===== config.mk =====
export PLATFORM = sky130hd
export DESIGN_NAME = dpc_ctrl_flat
export DESIGN_NICKNAME = d
export VERILOG_FILES = /design/src/rtl/dpc_pkg.sv /design/src/rtl/dpc_if.sv /design/src/rtl/dpc_pos_cnt.sv /design/src/rtl/dpc_ctrl.sv /design/src/flat_wrapper.sv
export SDC_FILE = /design/constraint.sdc
export NUM_CORES = 1
export LEC_CHECK = 0
export CORE_UTILIZATION = 50
export CTS_CLUSTER_DIAMETER = 150
export DETAILED_ROUTE_END_ITERATION = 12
export PLACE_DENSITY = 0.68
export RECOVER_POWER = 100
export SYNTH_ARGS = -nofsm -noshare
export SYNTH_HDL_FRONTEND = slang
export SYNTH_SLANG_ARGS = --single-unit

===== constraint.sdc =====
create_clock -name clk -period 3.2 [get_ports clk]
set_input_delay 0.48 -clock clk [delete_from_list [all_inputs] [get_ports clk]]
set_output_delay 0.48 -clock clk [all_outputs]
set_load 0.01 [all_outputs]

===== src/rtl/dpc_pkg.sv =====
// Shared definitions for the defect-pixel-correction controller and datapath:
// controller state encoding and helpers that derive sizes from the frame geometry.
package dpc_pkg;

    typedef enum logic [2:0] {
        ST_IDLE  = 3'd0,
        ST_FILL  = 3'd1,
        ST_RUN   = 3'd2,
        ST_FLUSH = 3'd3,
        ST_DONE  = 3'd4
    } dpc_state_e;

    // Bit width needed to hold values 0..n-1, never less than one bit.
    function automatic int cw(input int n);
        return (n <= 2) ? 1 : $clog2(n);
    endfunction

    // Shifts needed before the centre tap of the 5-line window holds pixel (0,0).
    function automatic int fill_len_f(input int h_disp);
        return 2 * h_disp + 3;
    endfunction

    // Padding shifts needed after the last input pixel to push it to the centre tap.
    function automatic int flush_len_f(input int h_disp);
        return 2 * h_disp + 2;
    endfunction

endpackage


===== src/rtl/dpc_if.sv =====
// Pixel stream and window-control bundle between a pixel source, the controller
// and the window datapath.
interface dpc_if
    import dpc_pkg::*;
#(
    parameter int H_DISP = 720,
    parameter int V_DISP = 480
);
    localparam int CW = cw(H_DISP);
    localparam int RW = cw(V_DISP);

    logic          s_valid;
    logic          s_ready;
    logic          sft_en;
    logic          pad_sel;
    logic          win_valid;
    logic [CW-1:0] win_col;
    logic [RW-1:0] win_row;
    logic          win_bypass;

    // Pixel source / observer side.
    modport master (
        output s_valid,
        input  s_ready, sft_en, pad_sel, win_valid, win_col, win_row, win_bypass
    );

    // Controller side.
    modport slave (
        input  s_valid,
        output s_ready, sft_en, pad_sel, win_valid, win_col, win_row, win_bypass
    );
endinterface


===== src/rtl/dpc_pos_cnt.sv =====
// Raster position counter: column runs 0..H_MAX-1, then wraps and advances the row;
// after the last pixel of the frame both wrap back to zero.
module dpc_pos_cnt
    import dpc_pkg::*;
#(
    parameter int H_MAX = 720,
    parameter int V_MAX = 480,
    parameter int CW    = cw(H_MAX),
    parameter int RW    = cw(V_MAX)
) (
    input  logic          clk,
    input  logic          rst,
    input  logic          clr_i,
    input  logic          inc_i,
    output logic [CW-1:0] col_o,
    output logic [RW-1:0] row_o,
    output logic          col_wrap_o,
    output logic          frame_wrap_o
);

    logic [CW-1:0] col_q, col_d;
    logic [RW-1:0] row_q, row_d;

    assign col_wrap_o   = (col_q == CW'(H_MAX - 1));
    assign frame_wrap_o = col_wrap_o && (row_q == RW'(V_MAX - 1));
    assign col_o        = col_q;
    assign row_o        = row_q;

    // Next position: clear wins over increment; increment walks in raster order.
    always_comb begin
        col_d = col_q;
        row_d = row_q;
        if (clr_i) begin
            col_d = '0;
            row_d = '0;
        end else if (inc_i) begin
            if (col_wrap_o) begin
                col_d = '0;
                row_d = frame_wrap_o ? '0 : row_q + RW'(1);
            end else begin
                col_d = col_q + CW'(1);
            end
        end
    end

    // Position registers.
    always_ff @(posedge clk or posedge rst) begin
        if (rst) begin
            col_q <= '0;
            row_q <= '0;
        end else begin
            col_q <= col_d;
            row_q <= row_d;
        end
    end

endmodule


===== src/rtl/dpc_ctrl.sv =====
// Frame sequencer for the defect-pixel-correction window: fills the line
// buffers, streams the frame, flushes with padding, and tags each centre pixel
// with its position and whether it must pass through uncorrected.
module dpc_ctrl
    import dpc_pkg::*;
#(
    parameter int H_DISP = 720,
    parameter int V_DISP = 480,
    parameter int BORDER = 2
) (
    input  logic    clk,
    input  logic    rst,
    input  logic    dpc_en_i,
    input  logic    frame_start_i,
    dpc_if.slave    bus,
    output logic    busy_o,
    output logic    frame_done_o,
    output logic    err_start_o
);

    localparam int CW        = cw(H_DISP);
    localparam int RW        = cw(V_DISP);
    localparam int FILL_LEN  = fill_len_f(H_DISP);
    localparam int FLUSH_LEN = flush_len_f(H_DISP);
    localparam int SW        = cw(FILL_LEN + 1);
    localparam int FW        = cw(FLUSH_LEN + 1);

    localparam logic [SW-1:0] FILL_SAT  = SW'(FILL_LEN);
    localparam logic [SW-1:0] FILL_LAST = SW'(FILL_LEN - 1);
    localparam logic [FW-1:0] FLUSH_END = FW'(FLUSH_LEN - 1);

    dpc_state_e    state_q, state_d;
    logic          en_q;
    logic          err_q;
    logic [SW-1:0] shift_q, shift_d;
    logic [FW-1:0] flush_q, flush_d;
    logic          win_valid_q, win_valid_d;
    logic          win_bypass_q, win_bypass_d;
    logic [CW-1:0] win_col_q;
    logic [RW-1:0] win_row_q;

    logic          start_acc;
    logic          accept;
    logic          s_ready;
    logic          sft_en;
    logic          pad_sel;

    logic [CW-1:0] in_col, wc_col;
    logic [RW-1:0] in_row, wc_row;
    logic          in_col_wrap, in_last;
    logic          wc_col_wrap, wc_last;
    logic          unused_pos;

    assign start_acc = frame_start_i && (state_q == ST_IDLE);
    assign accept    = bus.s_valid && s_ready;

    dpc_pos_cnt #(.H_MAX(H_DISP), .V_MAX(V_DISP), .CW(CW), .RW(RW)) u_in_cnt (
        .clk          (clk),
        .rst          (rst),
        .clr_i        (start_acc),
        .inc_i        (accept),
        .col_o        (in_col),
        .row_o        (in_row),
        .col_wrap_o   (in_col_wrap),
        .frame_wrap_o (in_last)
    );

    dpc_pos_cnt #(.H_MAX(H_DISP), .V_MAX(V_DISP), .CW(CW), .RW(RW)) u_win_cnt (
        .clk          (clk),
        .rst          (rst),
        .clr_i        (start_acc),
        .inc_i        (win_valid_d),
        .col_o        (wc_col),
        .row_o        (wc_row),
        .col_wrap_o   (wc_col_wrap),
        .frame_wrap_o (wc_last)
    );

    assign unused_pos = &{1'b0, in_col, in_row, in_col_wrap, wc_col_wrap, wc_last};

    // State register.
    always_ff @(posedge clk or posedge rst) begin
        if (rst) begin
            state_q <= ST_IDLE;
        end else begin
            state_q <= state_d;
        end
    end

    // Next state; the last input pixel ends the fill phase too on tiny frames.
    always_comb begin
        state_d = state_q;
        unique case (state_q)
            ST_IDLE:  if (frame_start_i) state_d = ST_FILL;
            ST_FILL: begin
                if (accept) begin
                    if (in_last)                 state_d = ST_FLUSH;
                    else if (shift_q == FILL_LAST) state_d = ST_RUN;
                end
            end
            ST_RUN:   if (accept && in_last) state_d = ST_FLUSH;
            ST_FLUSH: if (flush_q == FLUSH_END) state_d = ST_DONE;
            ST_DONE:  state_d = ST_IDLE;
            default:  state_d = ST_IDLE;
        endcase
    end

    // Handshake and status outputs decoded from the current state.
    always_comb begin
        s_ready      = (state_q == ST_FILL) || (state_q == ST_RUN);
        pad_sel      = (state_q == ST_FLUSH);
        sft_en       = (bus.s_valid && s_ready) || pad_sel;
        busy_o       = (state_q != ST_IDLE);
        frame_done_o = (state_q == ST_DONE);
    end

    // Shift and flush counting; the window is valid once the fill depth is reached.
    always_comb begin
        shift_d     = shift_q;
        flush_d     = flush_q;
        win_valid_d = sft_en && (shift_q >= FILL_LAST);
        if (start_acc) begin
            shift_d = '0;
            flush_d = '0;
        end else begin
            if (sft_en && (shift_q != FILL_SAT)) shift_d = shift_q + SW'(1);
            if (state_q == ST_FLUSH)             flush_d = flush_q + FW'(1);
        end
    end

    // Bypass decision for the pixel about to reach the centre tap.
    always_comb begin
        win_bypass_d = !en_q
                    || (int'(wc_col) <  BORDER)
                    || (int'(wc_col) >= H_DISP - BORDER)
                    || (int'(wc_row) <  BORDER)
                    || (int'(wc_row) >= V_DISP - BORDER);
    end

    // Counters, frame enable, error flag and the registered window tags.
    always_ff @(posedge clk or posedge rst) begin
        if (rst) begin
            shift_q      <= '0;
            flush_q      <= '0;
            en_q         <= 1'b0;
            err_q        <= 1'b0;
            win_valid_q  <= 1'b0;
            win_bypass_q <= 1'b0;
            win_col_q    <= '0;
            win_row_q    <= '0;
        end else begin
            shift_q     <= shift_d;
            flush_q     <= flush_d;
            win_valid_q <= win_valid_d;
            if (start_acc) en_q <= dpc_en_i;
            if (frame_start_i && (state_q != ST_IDLE)) err_q <= 1'b1;
            if (win_valid_d) begin
                win_col_q    <= wc_col;
                win_row_q    <= wc_row;
                win_bypass_q <= win_bypass_d;
            end
        end
    end

    assign bus.s_ready    = s_ready;
    assign bus.sft_en     = sft_en;
    assign bus.pad_sel    = pad_sel;
    assign bus.win_valid  = win_valid_q;
    assign bus.win_col    = win_col_q;
    assign bus.win_row    = win_row_q;
    assign bus.win_bypass = win_bypass_q;
    assign err_start_o    = err_q;

endmodule


===== src/flat_wrapper.sv =====
// flat-port wrapper written by rule: the top's interface ports become plain ports
module dpc_ctrl_flat import dpc_pkg::*;
#(
    parameter int H_DISP = 720,
    parameter int V_DISP = 480,
    parameter int BORDER = 2
)
  (clk, rst, dpc_en_i, frame_start_i, busy_o, frame_done_o, err_start_o, bus_s_valid, bus_s_ready, bus_sft_en, bus_pad_sel, bus_win_valid, bus_win_col, bus_win_row, bus_win_bypass);
  dpc_if #(.H_DISP(H_DISP), .V_DISP(V_DISP)) bus_i ();
  input  logic clk;
  input  logic rst;
  input  logic dpc_en_i;
  input  logic frame_start_i;
  output logic busy_o;
  output logic frame_done_o;
  output logic err_start_o;
  input wire logic [$bits(bus_i.s_valid)-1:0] bus_s_valid;
  output wire logic [$bits(bus_i.s_ready)-1:0] bus_s_ready;
  output wire logic [$bits(bus_i.sft_en)-1:0] bus_sft_en;
  output wire logic [$bits(bus_i.pad_sel)-1:0] bus_pad_sel;
  output wire logic [$bits(bus_i.win_valid)-1:0] bus_win_valid;
  output wire logic [$bits(bus_i.win_col)-1:0] bus_win_col;
  output wire logic [$bits(bus_i.win_row)-1:0] bus_win_row;
  output wire logic [$bits(bus_i.win_bypass)-1:0] bus_win_bypass;
  assign bus_i.s_valid = bus_s_valid;
  assign bus_s_ready = bus_i.s_ready;
  assign bus_sft_en = bus_i.sft_en;
  assign bus_pad_sel = bus_i.pad_sel;
  assign bus_win_valid = bus_i.win_valid;
  assign bus_win_col = bus_i.win_col;
  assign bus_win_row = bus_i.win_row;
  assign bus_win_bypass = bus_i.win_bypass;
  dpc_ctrl #(.H_DISP(H_DISP), .V_DISP(V_DISP), .BORDER(BORDER)) u_core (.clk(clk), .rst(rst), .dpc_en_i(dpc_en_i), .frame_start_i(frame_start_i), .bus(bus_i), .busy_o(busy_o), .frame_done_o(frame_done_o), .err_start_o(err_start_o));
endmodule

# Yosys cells after proc, flatten, opt, wreduce, memory -nomap -nowiden
# Index checks and enable logic that the tools add are counted.
[totals]
reg_bits = 86
[op_classes]
n_addsub = 6
order_cmp = 5
eq_ne = 16
mux = 25
n_reduce_logical = 26
[ops]
columns = ["op", "n"]
rows = [
  ["9-bit two-way mux", 8],
  ["10-bit two-way mux", 6],
  ["11-bit two-way mux", 4],
  ["11-bit by 1-bit adder with 11-bit output (second input constant)", 2],
  ["11-bit == test (second input constant)", 2],
  ["10-bit by 1-bit adder with 10-bit output (second input constant)", 2],
  ["10-bit == test (second input constant)", 2],
  ["9-bit by 1-bit adder with 9-bit output (second input constant)", 2],
  ["9-bit == test (second input constant)", 2],
  ["3-bit two-way mux", 6],
  ["3-bit one-hot mux with 4 select lines", 1],
  ["2-bit nonzero test", 6],
  ["11-bit >= comparator (second input constant)", 1],
  ["11-bit != test (second input constant)", 1],
  ["10-bit >= comparator (second input constant)", 1],
  ["10-bit by 2-bit less-than comparator with 1-bit output (second input constant)", 1],
  ["9-bit >= comparator (second input constant)", 1],
  ["9-bit by 2-bit less-than comparator with 1-bit output (second input constant)", 1],
  ["1-bit logical AND", 8],
  ["3-bit by 2-bit == test with 1-bit output (second input constant)", 2],
  ["1-bit logical OR", 6],
  ["2-bit by 1-bit != test with 1-bit output (second input constant)", 3],
  ["5-bit AND reduction", 1],
  ["2-bit AND reduction", 2],
  ["7 further kinds", 7],
]

# Depth between registers and ports, before layout
# Gate-level depths: netlist of run 1.
[logic_depth]
ltp_word = 7
mapped_depth = 8
depth_no_buf = 7

# By module
# A second synthesis of run 1 with hierarchy kept.
[hier_totals]
hier_cells = 458
hier_area_um2 = 4514.3
[modules_own_cells]
columns = ["mod", "instances", "cells_per_inst", "area_each_um2", "seq_area_each_um2"]
rows = [
  ["dpc_ctrl", 1, 216, 2317.2, 1201.2],
  ["dpc_pos_cnt", 2, 121, 1098.6, 475.5],
]

# Worst setup path after synthesis of run 1
# No wires, ideal clock.
[synth_path]
kind = "flip-flop to flip-flop"
from = "register u_core.u_win_cnt.col_q[1], in the netlist u_core.u_win_cnt.col_o[1]"
to = "register u_core.u_win_cnt.row_q[8], in the netlist u_core.u_win_cnt.row_o[8]"
t_arrival_ns = 1.904
t_required_ns = 3.077
path_slack_ns = 1.174
stages_incl_launch_ff = 7
period_less_slack_ns = 2.026
path_cell_list = "dfrtp_1 > ha_1 > nand3_1 > or4_4 > buf_6 > or4_4 > mux2i_1"
[synth_via]
elab_chain_cells = 6
elab_cells_between_ends = 8
classes_between = "eq/ne (1); mux (4); reduce/logical (3)"
[synth_lines]
columns = ["element", "line_no", "source"]
rows = [
  ["start, declared", "dpc_pos_cnt.sv:21", "logic [CW-1:0] col_q, col_d;"],
  ["start signal, assigned", "dpc_pos_cnt.sv:52", "col_q <= col_d;"],
  ["10-bit == test *", "dpc_pos_cnt.sv:24", "assign col_wrap_o = (col_q == CW'(H_MAX - 1));"],
  ["1-bit logical AND", "dpc_pos_cnt.sv:25", "assign frame_wrap_o = col_wrap_o && (row_q == RW'(V_MAX - 1));"],
  ["9-bit two-way mux", "dpc_pos_cnt.sv:39", "row_d = frame_wrap_o ? '0 : row_q + RW'(1);"],
  ["9-bit two-way mux", "dpc_pos_cnt.sv:37", "if (col_wrap_o) begin"],
  ["9-bit two-way mux", "dpc_pos_cnt.sv:36", "end else if (inc_i) begin"],
  ["9-bit two-way mux", "dpc_pos_cnt.sv:33", "if (clr_i) begin"],
  ["end signal, assigned", "dpc_pos_cnt.sv:53", "row_q <= row_d;"],
  ["end, declared", "dpc_pos_cnt.sv:22", "logic [RW-1:0] row_q, row_d;"],
]
# Mark *: on every way between the ends. The rest lies on a longest branch, timed or not. The select of a mux whose other input is x is not followed.
# A chain may end at the register's enable or synchronous reset.

# Worst setup path after layout of run 1
[layout_path]
from = "input bus_s_valid"
to = "output bus_sft_en"
[layout_via]
elab_chain_cells = 2
[layout_lines]
columns = ["element", "line_no", "source"]
rows = [
  ["start, declared", "flat_wrapper.sv:17", "input wire logic [$bits(bus_i.s_valid)-1:0] bus_s_valid;"],
  ["1-bit logical AND", "dpc_ctrl.sv:112", "sft_en = (bus.s_valid && s_ready) || pad_sel;"],
  ["1-bit logical OR", "dpc_ctrl.sv:112", ""],
  ["end, declared", "flat_wrapper.sv:19", "output wire logic [$bits(bus_i.sft_en)-1:0] bus_sft_en;"],
]
# Every way passes these cells.

==> results.py, run 1 <==
metrics = {
    "status": {
        "run_status": "finished, violations left",
        "violations": "max-capacitance violations, max-slew violations",
    },
    "job": {
        "maxCapViolations": 1,
    },
    "clock_network": {
        "cts_tree": "built",
        "clock_path_buffers": 2,
        "clkTransAtPathRegs_ps": 80,
        "cts_resized": 0,
        "cts_root_buffer": "clkbuf_8",
        "cts-buffers-inserted": 9,
        "clk_latency_ps": 360,
        "htreeDepth": 3,
        "cts_sinks": 86,
        "cts_setup_buffers": 0,
        "cts_hold_buf": 0,
    },
    "route": {
        "vias_per_cell": 5.851,
        "drc": 0,
        "vias": 3721,
        "wire_per_inst_um": 15.09,
        "first_pass_iters": 4,
        "ant_nets": 0,
        "drt_iter0_markers": 165,
        "wl_um": 9600,
    },
    "setup_path": {
        "worstPathArrival_ps": 2320,
        "crit_chain": "dlygate4sd3_1 -> maj3_1 -> and2_1 -> dlygate4sd3_1",
        "path_class": "in -> out",
        "reg2reg_slack_ps": 530,
        "endpoint_kind": "output port",
        "rr_worst_depth": 6,
        "crit_path_frequent_cell": "dlygate4sd3_1",
        "path_max_fanout": 5,
        "cp.required_ps": 2720,
        "slowest_stage": "dlygate4sd3_1",
        "timing.rr.end": "u_core.u_win_cnt.row_o[3]",
        "rr_startpoint": "u_core.u_win_cnt.col_o[1]",
        "crit_path_start_kind": "input port",
        "cpPeakStageDelay_ps": 610,
    },
    "place": {
        "gp_congestion": 0.8088,
        "post-place-ws_ps": 465.4,
        "portBuffers": 31,
        "dpl_cell_area_sq_um": 4912,
        "dp_hpwl_um": 6552,
    },
    "sta": {
        "finalClockSkew_ps": 13.66,
        "slew_viol_final": 37,
        "relSlewSlack_pct": -12.75,
        "worst_pin_slew_ps": 1682,
        "hold_viol": 0,
        "finalSetupTns_ps": 0,
        "rsz0062_at_grt": "no",
        "holdWs_ps": 459.0,
        "period_share_pct": 87.64,
        "fmax_ghz": 0.3566,
        "setup_slack_ps": 395.6,
        "setup_viol": 0,
        "fin_crit_ps": 2804,
    },
    "global_route": {
        "grt_pass1_wl_um": 16470,
        "antenna_found_initial": 0,
        "grt_overflow": 0,
        "grt_pass1_vias": 3555,
        "grt_start_max_net_pins": 51,
        "gr-usage-all-layers_pct": 21.33,
    },
    "synthesis": {
        "synthesis.area_sq_um": 4513,
        "ys_ff_latch": 86,
        "ys_types": 61,
        "syn_inst": 499,
        "synth_nets": 514,
        "yosysWarnings": 0,
        "avgSynthCellArea_sq_um": 9.044,
        "yosys-top-cells-area": "dfrtp_1 48%, nand2_1 8.0%, o21ai_0 3.3%, nand3_1 3.0%, nor2_1 3.0%",
        "async_reset_ff_share_pct": 100.0,
        "yosysTopAreaCellShare_pct": 47.69,
        "synth.most_common_cell": "nand2_1",
        "ys.flop_type": "dfrtp_1",
        "synth_edf_count": 0,
        "ys_seq_area_share_pct": 47.69,
        "synth_top_area_cell": "dfrtp_1",
        "synthTopCellsByCount": "96 x nand2_1, 86 x dfrtp_1, 36 x nor2_1",
    },
    "power": {
        "power_density_nw_per_um2": 452.7,
        "power_w": 0.002311,
        "ir_drop_mv": 0.2845,
        "leakage_nw": 2.344,
    },
    "min_path": {
        "hold_depth": 1,
        "whs_endpoint": "u_core.err_start_o",
        "hold_class": "reg -> reg",
        "min_from": "u_core.err_start_o",
    },
    "floorplan": {
        "num_rows": 34,
        "dieArea_sq_um": 9410,
        "core_sq_um": 8721,
        "die_x_um": 97.01,
        "io_pins": 32,
        "start_util_pct": 51.75,
        "die_y_um": 97.01,
    },
    "final_layout": {
        "n_antenna_cell": 0,
        "layout-drive-gt1-share_pct": 6.061,
        "layout.nets": 538,
        "final_area_sq_um": 5105,
        "syn2layout_area_growth_pct": 13.11,
    },
}
## worst max-delay path: cells and delay by family
kind | cells | cell delay (ps)
buf+inv | 2 | 1220
fa+ha+maj | 1 | 410
simple gates | 1 | 220
## stage by stage
step | util (%) | std cells
after global routing | 58.54 | 636
after global placement | 56.33 | 620
after detailed placement | 56.33 | 620
final | 58.54 | 636
after floorplan | - | 499
after CTS | 58.91 | 636
## power by group
part	total (W)	switching (W)	internal, W	leakage, nW
combinational	0.000201	0.000113	0.0000884	1.10
sequential	0.00124	0.0000842	0.00115	1.14
clock	0.000872	0.000424	0.000448	0.107
## worst max-delay path by stage
stage / startpoint / endpoint / slack [ps] / cells past startpoint
after global placement: bus_s_valid / u_core.u_win_cnt.col_o[9] / 500 / 7
after floorplan: rst / u_core.bus.win_bypass / 500 / 1
after CTS: bus_s_valid / bus_sft_en / 630 / 4
final: bus_s_valid / bus_sft_en / 400 / 4
after detailed placement: bus_s_valid / u_core.u_win_cnt.col_o[9] / 470 / 7
after global routing: u_core.u_win_cnt.col_o[1] / u_core.u_win_cnt.row_o[3] / 310 / 6
## flip-flops by register name, indices dropped and copies added (netlist names)
register                cells
u_core.flush_q             11
u_core.shift_q             11
u_core.bus.win_col         10
u_core.u_in_cnt.col_o      10
u_core.u_win_cnt.col_o     10
u_core.bus.win_row          9
u_core.u_in_cnt.row_o       9
u_core.u_win_cnt.row_o      9
u_core.state_q              3
u_core.bus.win_bypass       1
u_core.bus.win_valid        1
u_core.en_q                 1
u_core.err_start_o          1
## metal layers
layer / wire length, um / up-vias / part of all wire, % / track usage (%)
met3: 303 / 10 / 3.2 / 3.685
met1: 4357 / 1811 / 45 / 27.08
met5: 0 / - / 0 / 0
met4: 107 / 0 / 1.1 / 8.152
li1: - / 1824 / - / -
met2: 4833 / 76 / 50 / 36.35
## cell type report
cell class                      count  area (sq um)
Tap cell                          108         135.1
Multi-Input combinational cell    375          2171
Sequential cell                    86          2152
Inverter                           11         42.54
Clock buffer                        9         123.9
Timing Repair Buffer               40         379.1
Clock inverter                      7         101.3
Fill cell                         786          3616
## cells in the final DEF, fill, tap and decap left out, types with 11 or more instances in the layout
cell,netlist,layout
dfrtp_1,86,86
nand3_1,27,27
nand2_1,96,96
o31ai_1,11,11
a21oi_1,17,17
dlygate4sd3_1,0,30
o21ai_0,30,30
nand4_1,12,12
nor2_1,36,36
xor2_1,11,11
nor3_1,13,14
## kinds of logic (layout without fill, tap and decap cells)
kind of cell / count (synthesis) / count (layout) / synth area share (%)
adder cells (fa/ha/maj): 11 / 11 / 2.994
AND/OR/NAND/NOR: 249 / 249 / 28.00
XOR/XNOR: 18 / 18 / 3.493
buffers and inverters: 38 / 67 / 3.798
AO/OA/AOI/OAI: 94 / 94 / 13.36
flip-flops: 86 / 86 / 47.68
multiplexers: 3 / 3 / 0.6654
Note: power is estimated with default switching activity, not from simulation.
==> inputs of run 2 (changes only) <==
--- a/config.mk
+++ b/config.mk
@@ -5,9 +5,11 @@
 export SDC_FILE = /design/constraint.sdc
 export NUM_CORES = 1
 export LEC_CHECK = 0
+export CAP_MARGIN = 25
 export CORE_UTILIZATION = 50
 export CTS_CLUSTER_DIAMETER = 150
 export DETAILED_ROUTE_END_ITERATION = 12
+export HOLD_SLACK_MARGIN = 0.12
 export PLACE_DENSITY = 0.68
 export RECOVER_POWER = 100
 export SYNTH_ARGS = -nofsm -noshare
==> results of run 2 <==
No change in the layout: final DEF, timing and power equal those of run 1.
